### src/rtl/y_vector_reader.sv
`default_nettype none
// ============================================================================
//  Module   : y_vector_reader
//  Purpose  : Reading end of the wide packed y result bus. On a capture
//             request the bus is snapshotted into a shadow register and
//             streamed out LSB-first as CHUNK_W-bit beats over a valid/ready
//             handshake. Every accepted beat is folded into a 32-bit MISR so
//             DUT and golden tops can be compared beat-by-beat or by
//             signature alone.
//  Ports    : clk        - rising-edge clock
//             rst        - asynchronous active-high reset
//             y_in       - y vector from the DUT top (IN_W bits)
//             cap_req    - capture request, only honoured in IDLE
//             busy       - high whenever the FSM is not IDLE
//             out_data   - current beat (CHUNK_W bits)
//             out_valid  - beat valid
//             out_ready  - sink accepts the beat
//             out_last   - current beat is the final beat
//             out_idx    - index of the current beat, 0..NCHUNK-1
//             sig        - MISR signature
//             sig_valid  - one-cycle pulse when sig is final
//  Revision : 1.0 - initial release
// ============================================================================
module y_vector_reader #(
  parameter int          IN_W    = 686,
  parameter int          CHUNK_W = 32,
  parameter logic [31:0] POLY    = 32'h04C11DB7,
  parameter logic [31:0] SEED    = 32'hFFFFFFFF
) (
  input  logic               clk,
  input  logic               rst,
  input  logic [IN_W-1:0]    y_in,
  input  logic               cap_req,
  output logic               busy,
  output logic [CHUNK_W-1:0] out_data,
  output logic               out_valid,
  input  logic               out_ready,
  output logic               out_last,
  output logic [4:0]         out_idx,
  output logic [31:0]        sig,
  output logic               sig_valid
);

  // --------------------------------------------------------------------------
  // Derived constants
  // --------------------------------------------------------------------------
  localparam int         NCHUNK   = (IN_W + CHUNK_W - 1) / CHUNK_W;
  localparam int         PAD_W    = NCHUNK * CHUNK_W;
  localparam logic [4:0] LAST_IDX = 5'(NCHUNK - 1);

  // The MISR is exactly 32 bits wide and the beat index is 5 bits, so the
  // beat width and the beat count are both bounded at elaboration.
  generate
    if (CHUNK_W != 32) begin : g_chunk_w_chk
      $error("y_vector_reader: CHUNK_W must be 32");
    end
    if (NCHUNK > 32) begin : g_nchunk_chk
      $error("y_vector_reader: NCHUNK exceeds the 5-bit beat index");
    end
  endgenerate

  // --------------------------------------------------------------------------
  // State encoding
  // --------------------------------------------------------------------------
  typedef enum logic [1:0] {
    S_IDLE   = 2'd0,
    S_STREAM = 2'd1,
    S_DONE   = 2'd2
  } state_t;

  state_t             state_q,     state_d;
  logic [PAD_W-1:0]   shadow_q,    shadow_d;
  logic [4:0]         idx_q,       idx_d;
  logic               valid_q,     valid_d;
  logic [31:0]        sig_q,       sig_d;
  logic               busy_q,      busy_d;
  logic               sig_valid_q, sig_valid_d;

  logic [CHUNK_W-1:0] beat_w;
  logic [31:0]        misr_next_w;
  logic               accept_w;

  // --------------------------------------------------------------------------
  // Beat selection. The shadow is zero-padded up to a whole number of beats
  // at capture time, so the final beat is naturally zero-extended.
  // --------------------------------------------------------------------------
  always_comb begin
    beat_w = '0;
    for (int k = 0; k < NCHUNK; k++) begin
      if (idx_q == 5'(k)) begin
        beat_w = shadow_q[k*CHUNK_W +: CHUNK_W];
      end
    end
  end

  assign accept_w    = valid_q & out_ready;
  assign misr_next_w = {sig_q[30:0], 1'b0} ^ (sig_q[31] ? POLY : 32'h0) ^ beat_w;

  // --------------------------------------------------------------------------
  // Next-state logic
  // --------------------------------------------------------------------------
  always_comb begin
    state_d  = state_q;
    shadow_d = shadow_q;
    idx_d    = idx_q;
    valid_d  = valid_q;
    sig_d    = sig_q;

    case (state_q)
      S_IDLE: begin
        if (cap_req) begin
          shadow_d = PAD_W'(y_in);
          sig_d    = SEED;
          idx_d    = 5'd0;
          valid_d  = 1'b1;
          state_d  = S_STREAM;
        end
      end

      S_STREAM: begin
        // Without an accept every stream output simply holds.
        if (accept_w) begin
          sig_d = misr_next_w;
          if (idx_q == LAST_IDX) begin
            valid_d = 1'b0;
            idx_d   = 5'd0;
            state_d = S_DONE;
          end else begin
            idx_d = idx_q + 5'd1;
          end
        end
      end

      S_DONE: begin
        state_d = S_IDLE;
      end

      default: begin
        state_d = S_IDLE;
        valid_d = 1'b0;
        idx_d   = 5'd0;
      end
    endcase

    // Status flags are registered alongside the state so they line up with it.
    busy_d      = (state_d != S_IDLE);
    sig_valid_d = (state_d == S_DONE);
  end

  // --------------------------------------------------------------------------
  // State registers
  // --------------------------------------------------------------------------
  always_ff @(posedge clk or posedge rst) begin
    if (rst) begin
      state_q     <= S_IDLE;
      shadow_q    <= '0;
      idx_q       <= 5'd0;
      valid_q     <= 1'b0;
      sig_q       <= 32'h0;
      busy_q      <= 1'b0;
      sig_valid_q <= 1'b0;
    end else begin
      state_q     <= state_d;
      shadow_q    <= shadow_d;
      idx_q       <= idx_d;
      valid_q     <= valid_d;
      sig_q       <= sig_d;
      busy_q      <= busy_d;
      sig_valid_q <= sig_valid_d;
    end
  end

  // --------------------------------------------------------------------------
  // Outputs
  // --------------------------------------------------------------------------
  assign busy      = busy_q;
  assign out_data  = beat_w;
  assign out_valid = valid_q;
  // Gated by valid so a single-beat configuration does not flag last at rest.
  assign out_last  = valid_q & (idx_q == LAST_IDX);
  assign out_idx   = idx_q;
  assign sig       = sig_q;
  assign sig_valid = sig_valid_q;

endmodule
`default_nettype wire
### config.mk
export PLATFORM = sky130hd
export DESIGN_NAME = y_vector_reader
export DESIGN_NICKNAME = d
export VERILOG_FILES = /design/src/rtl/y_vector_reader.sv
export SDC_FILE = /design/constraint.sdc
export NUM_CORES = 2
export LEC_CHECK = 0
export ABC_CLOCK_PERIOD_IN_PS = 42100
export CAP_MARGIN = 20
export CORE_AREA = 4 4 294 296
export DETAILED_ROUTE_END_ITERATION = 16
export DIE_AREA = 0 0 298 300
export GPL_ROUTABILITY_DRIVEN = 0
export GPL_TIMING_DRIVEN = 0
export PLACE_DENSITY = 0.67
export SLEW_MARGIN = 20
export SYNTH_ARGS = -nofsm -noshare
export SYNTH_HDL_FRONTEND = slang
export SYNTH_SLANG_ARGS = --single-unit
### constraint.sdc
create_clock -name clk -period 42.1 [get_ports clk]
set_input_delay 8.42 -clock clk [delete_from_list [all_inputs] [get_ports clk]]
set_output_delay 8.42 -clock clk [all_outputs]
set_load 0.01 [all_outputs]
==> impl_metrics.yaml <==
run_status:
  run_status: "finished clean"
logic_synthesis:
  syn_area_um2: 34900
  ys_async_sr_fraction_pct: 100.0
  yosys.area_share.xor_xnor_pct: 0.9787
  synth_flop_cell: "sky130_fd_sc_hd__dfrtp_1"
  area_share_of_and_or_nand_nor_cells_after_synthesis_pct: 29.06
  yosys_register_bits: 728
  synth_cells: 4290
  syn_nets: 4985
  yosys-mux-area-fraction_pct: 0.2008
  yosysUniqueCellTypes: 97
  synth_sequential_area_ratio_pct: 52.20
  synth-warning-count: 0
  number_of_synthesized_flops_with_an_enable_pin: 0
  post_synth_fa_ha_maj_area_fraction_pct: 0.1792
  synth_compound_gate_area_share_pct: 13.44
  post_synth.cell_area_avg_um2: 8.136
  combinational_family_with_the_most_area_after_synthesis: "simple AND/OR/NAND/NOR gates"
critical_path:
  regToRegEndpoint: "sig[15]"
  worstRegToRegCells: 15
  critPathArrivalTime_ps: 7540
  kind_of_launch_point_of_the_worst_setup_path: "flop"
  cpMostUsedCell: "sky130_fd_sc_hd__clkbuf_1"
  worstReg2RegStart: "out_idx[0]"
  worst_path_largest_cell_delay_ps: 920
  critical_path_required_ps: 33680
  cp_cell_sequence: "ha_1 > clkbuf_1 > buf_2 > clkbuf_1 > clkbuf_1 > and3_1 > ha_1 > clkbuf_1 > clkbuf_1 > a21oi_1 > o21ai_0 > o21ai_1 > a22oi_1 > clkdlybuf4s50_1"
  cp-end-kind: "output pin"
  timing.setup.critical_path_class: "reg2out"
  crit_slowest_cell: "sky130_fd_sc_hd__a22oi_1"
  critical_path.max_fanout: 10
  r2r_slack_ps: 35350
global_route:
  grt_antenna_before_repair: 11
  first_global_vias: 35830
  grt_first_pass_wirelength_mm: 254.1
  maximum_number_of_pins_on_one_net_before_global_route_repair: 109
  grtUsageTotal_pct: 39.49
  grt_remaining_overflow: 0
route:
  route.detailed.wl_per_inst_um: 29.22
  firstDrtPassIters: 8
  drc: 0
  ant_nets: 0
  drt_iter0_markers: 5623
  drt-total-wl_mm: 184.0
  routed-via-count: 37320
  vias_per_cell: 5.928
placed_design:
  pre_cts_ws_ps: 27300
  placed_cells_incl_taps: 6140
  dp.final_hpwl_mm: 146.6
  io_buffers: 762
power_and_ir_drop:
  power_leakage_nw: 22.52
  vdd_ir_drop_max_mv: 0.03679
  swShare_pct: 43.05
  clockPowerShare_pct: 22.4
  p_int_mw: 1.851
  share_seq_of_total_power_pct: 34.7
  p_per_area_nw_per_um2: 69.36
  design_power_total_mw: 3.251
  power.net_switching_mw: 1.400
  power.share.combinational_pct: 42.8
layout:
  syn_to_layout_area_delta_pct: 34.29
  fillCellCount: 7815
  final_net_count: 5837
  share_of_final_layout_standard_cells_stronger_than_drive_strength_1_pct: 5.359
  finalNonFillerCells: 6296
timing:
  tns_ps: 0
  final.period_utilization_pct: 37.92
  timing.final.setup_violations: 0
  maxClockFrequency_ghz: 0.06264
  finalHoldViolations: 0
  timing.final.crit_period_ps: 15960
  setup_slack_ps: 26140
  fin_skew_ps: 27.18
  timing_worst_slew_pin_value_ps: 1155
  grt_setup_unrepaired: "false"
  relSlewSlack_pct: 20.99
  timing.final.max_slew_violations: 0
  finalHoldWorstSlack_ps: 466.2
floorplanning:
  fp-row-count: 106
  floorplan_core_area_um2: 83560
  floorplan.initialDensity_pct: 41.77
  chipHeight_um: 300
  num_io_pins: 763
  die_area_um2: 89400
  floorplan.die.width_um: 298
clocking:
  tritoncts.num_buffers: 80
  cts_sinks: 728
  cts_post_setup_buffers_inserted: 0
  worstSkewPairLatency_ps: 670
  ctsResizeCount: 0
  cts_root_buf: "sky130_fd_sc_hd__clkbuf_16"
  hold_buffers: 0
  cts_buffer_depth: 3
  cts.reportedPaths.clkPinSlew_ps: 60
  tritoncts: "done"
  cts_htree_levels: 3
worst_hold_path:
  whs_endpoint: "shadow_q[503]"
  holdCritStartpoint: "shadow_q[503]"
  timing.hold.worst_path_depth: 2
  worstHoldPathType: "reg2reg"
job:
  maxCapViolCount: 0
## synth_stat cells (7+ instances only)
cell type	number	area share, %
sky130_fd_sc_hd__a211o_1	8	0.20
sky130_fd_sc_hd__a211oi_1	12	0.26
sky130_fd_sc_hd__a21o_1	19	0.41
sky130_fd_sc_hd__a21oi_1	151	2.2
sky130_fd_sc_hd__a221o_1	20	0.57
sky130_fd_sc_hd__a221oi_1	56	1.4
sky130_fd_sc_hd__a22o_1	13	0.33
sky130_fd_sc_hd__a22oi_1	27	0.58
sky130_fd_sc_hd__a31o_2	8	0.20
sky130_fd_sc_hd__a31oi_1	12	0.22
sky130_fd_sc_hd__a32oi_1	18	0.45
sky130_fd_sc_hd__and3_1	19	0.34
sky130_fd_sc_hd__and4bb_2	7	0.25
sky130_fd_sc_hd__buf_2	54	0.77
sky130_fd_sc_hd__buf_4	12	0.26
sky130_fd_sc_hd__buf_6	8	0.26
sky130_fd_sc_hd__clkbuf_1	220	2.4
sky130_fd_sc_hd__dfrtp_1	728	52
sky130_fd_sc_hd__inv_1	19	0.20
sky130_fd_sc_hd__mux2i_1	7	0.20
sky130_fd_sc_hd__nand2_1	2199	24
sky130_fd_sc_hd__nand2b_1	12	0.22
sky130_fd_sc_hd__nand3_1	25	0.36
sky130_fd_sc_hd__nand4_1	7	0.13
sky130_fd_sc_hd__nand4bb_1	11	0.35
sky130_fd_sc_hd__nor2_1	148	1.6
sky130_fd_sc_hd__nor2b_1	12	0.22
sky130_fd_sc_hd__nor3_1	20	0.29
sky130_fd_sc_hd__nor4_1	8	0.14
sky130_fd_sc_hd__o2111ai_1	8	0.20
sky130_fd_sc_hd__o211ai_1	14	0.30
sky130_fd_sc_hd__o21ai_0	109	1.6
sky130_fd_sc_hd__o221a_2	9	0.29
sky130_fd_sc_hd__o221ai_1	38	0.95
sky130_fd_sc_hd__o22a_1	8	0.20
sky130_fd_sc_hd__o22ai_1	53	0.95
sky130_fd_sc_hd__xnor2_1	30	0.75
sky130_fd_sc_hd__xor2_1	9	0.23
## logic make-up after synthesis
group | after synthesis
AND/OR/NAND/NOR | 2526
flip-flops | 728
AO/OA/AOI/OAI | 664
buffers and inverters | 321
XOR/XNOR | 39
multiplexers | 7
adder cells (fa/ha/maj) | 5
## final cells by class
| cell class | instances | area [um2] | area share, % |
|---|---|---|---|
| Clock buffer | 113 | 2326 | 4.962 |
| Buffer | 301 | 1306 | 2.787 |
| Antenna cell | 10 | 25.02 | 0.05339 |
| Timing Repair Buffer | 770 | 7848 | 16.74 |
| Clock inverter | 33 | 376.6 | 0.8035 |
| Multi-Input combinational cell | 3241 | 15340 | 32.72 |
| Sequential cell | 728 | 18220 | 38.87 |
| Inverter | 20 | 82.58 | 0.1762 |
| Tap cell | 1080 | 1351 | 2.883 |
## flip-flops by register name, indices dropped and copies added (netlist names)
name	count
busy	1
out_idx	5
out_valid	1
shadow_q	686
sig	32
sig_valid	1
state_q	2
## metrics by stage
step | area, um2 | utilization, %
final | 46870 | 56.10
after global placement | 43880 | 52.52
after floorplan | 34900 | -
after CTS | 46840 | 56.06
after global routing | 46860 | 56.08
after detailed placement | 44130 | 52.82
## layer usage
| layer | up-vias | GRT usage, % | part of all wire (%) |
|---|---|---|---|
| met1 | 18040 | 51.12 | 38 |
| met5 | - | 0 | 0.028 |
| met2 | 2790 | 59.32 | 43 |
| met3 | 590 | 11.38 | 12 |
| met4 | 8 | 22.94 | 7.3 |
| li1 | 15900 | - | - |
## layout by cell type, fill, tap and decap left out, types with 25 or more instances in the layout
cell type and count:
sky130_fd_sc_hd__o21ai_0 108, sky130_fd_sc_hd__clkbuf_1 231, sky130_fd_sc_hd__a21oi_1 151, sky130_fd_sc_hd__xnor2_1 30
sky130_fd_sc_hd__o221ai_1 38, sky130_fd_sc_hd__buf_2 54, sky130_fd_sc_hd__nand3_1 25, sky130_fd_sc_hd__a22oi_1 27
sky130_fd_sc_hd__clkbuf_16 80, sky130_fd_sc_hd__o22ai_1 53, sky130_fd_sc_hd__dfrtp_1 728, sky130_fd_sc_hd__clkdlybuf4s50_1 762
sky130_fd_sc_hd__a221oi_1 56, sky130_fd_sc_hd__nor2_1 148, sky130_fd_sc_hd__nand2_1 2199
## worst max path at each step
stage                     from            end  slack [ps]  cells past startpoint
floorplan                  rst           busy       13260                      1
global placement           rst  shadow_q[447]        4250                      2
detailed placement  out_idx[0]   out_data[15]       27300                     14
CTS                 out_idx[0]   out_data[15]       26590                     14
global route        out_idx[0]   out_data[29]       26270                     14
finish              out_idx[0]   out_data[24]       26140                     14
## worst max-delay path, delay by kind of cell, from the launching register on
family | cells | cell delay [ps]
flops | 1 | 550
compound gates | 4 | 1490
fa+ha+maj | 2 | 520
simple gates | 1 | 250
buf+inv | 7 | 4070
## power groups by stage
stage	Clock, mW	Combinational (mW)	Sequential (mW)
2_1_floorplan	0	0.664	1.06
3_3_place_gp	0	1.31	1.12
3_5_place_dp	0	1.33	1.12
4_1_cts	0.726	1.34	1.11
5_1_grt	0.754	1.44	1.14
6_report	0.730	1.39	1.13
No activity file was read; power rests on OpenSTA's default activity.
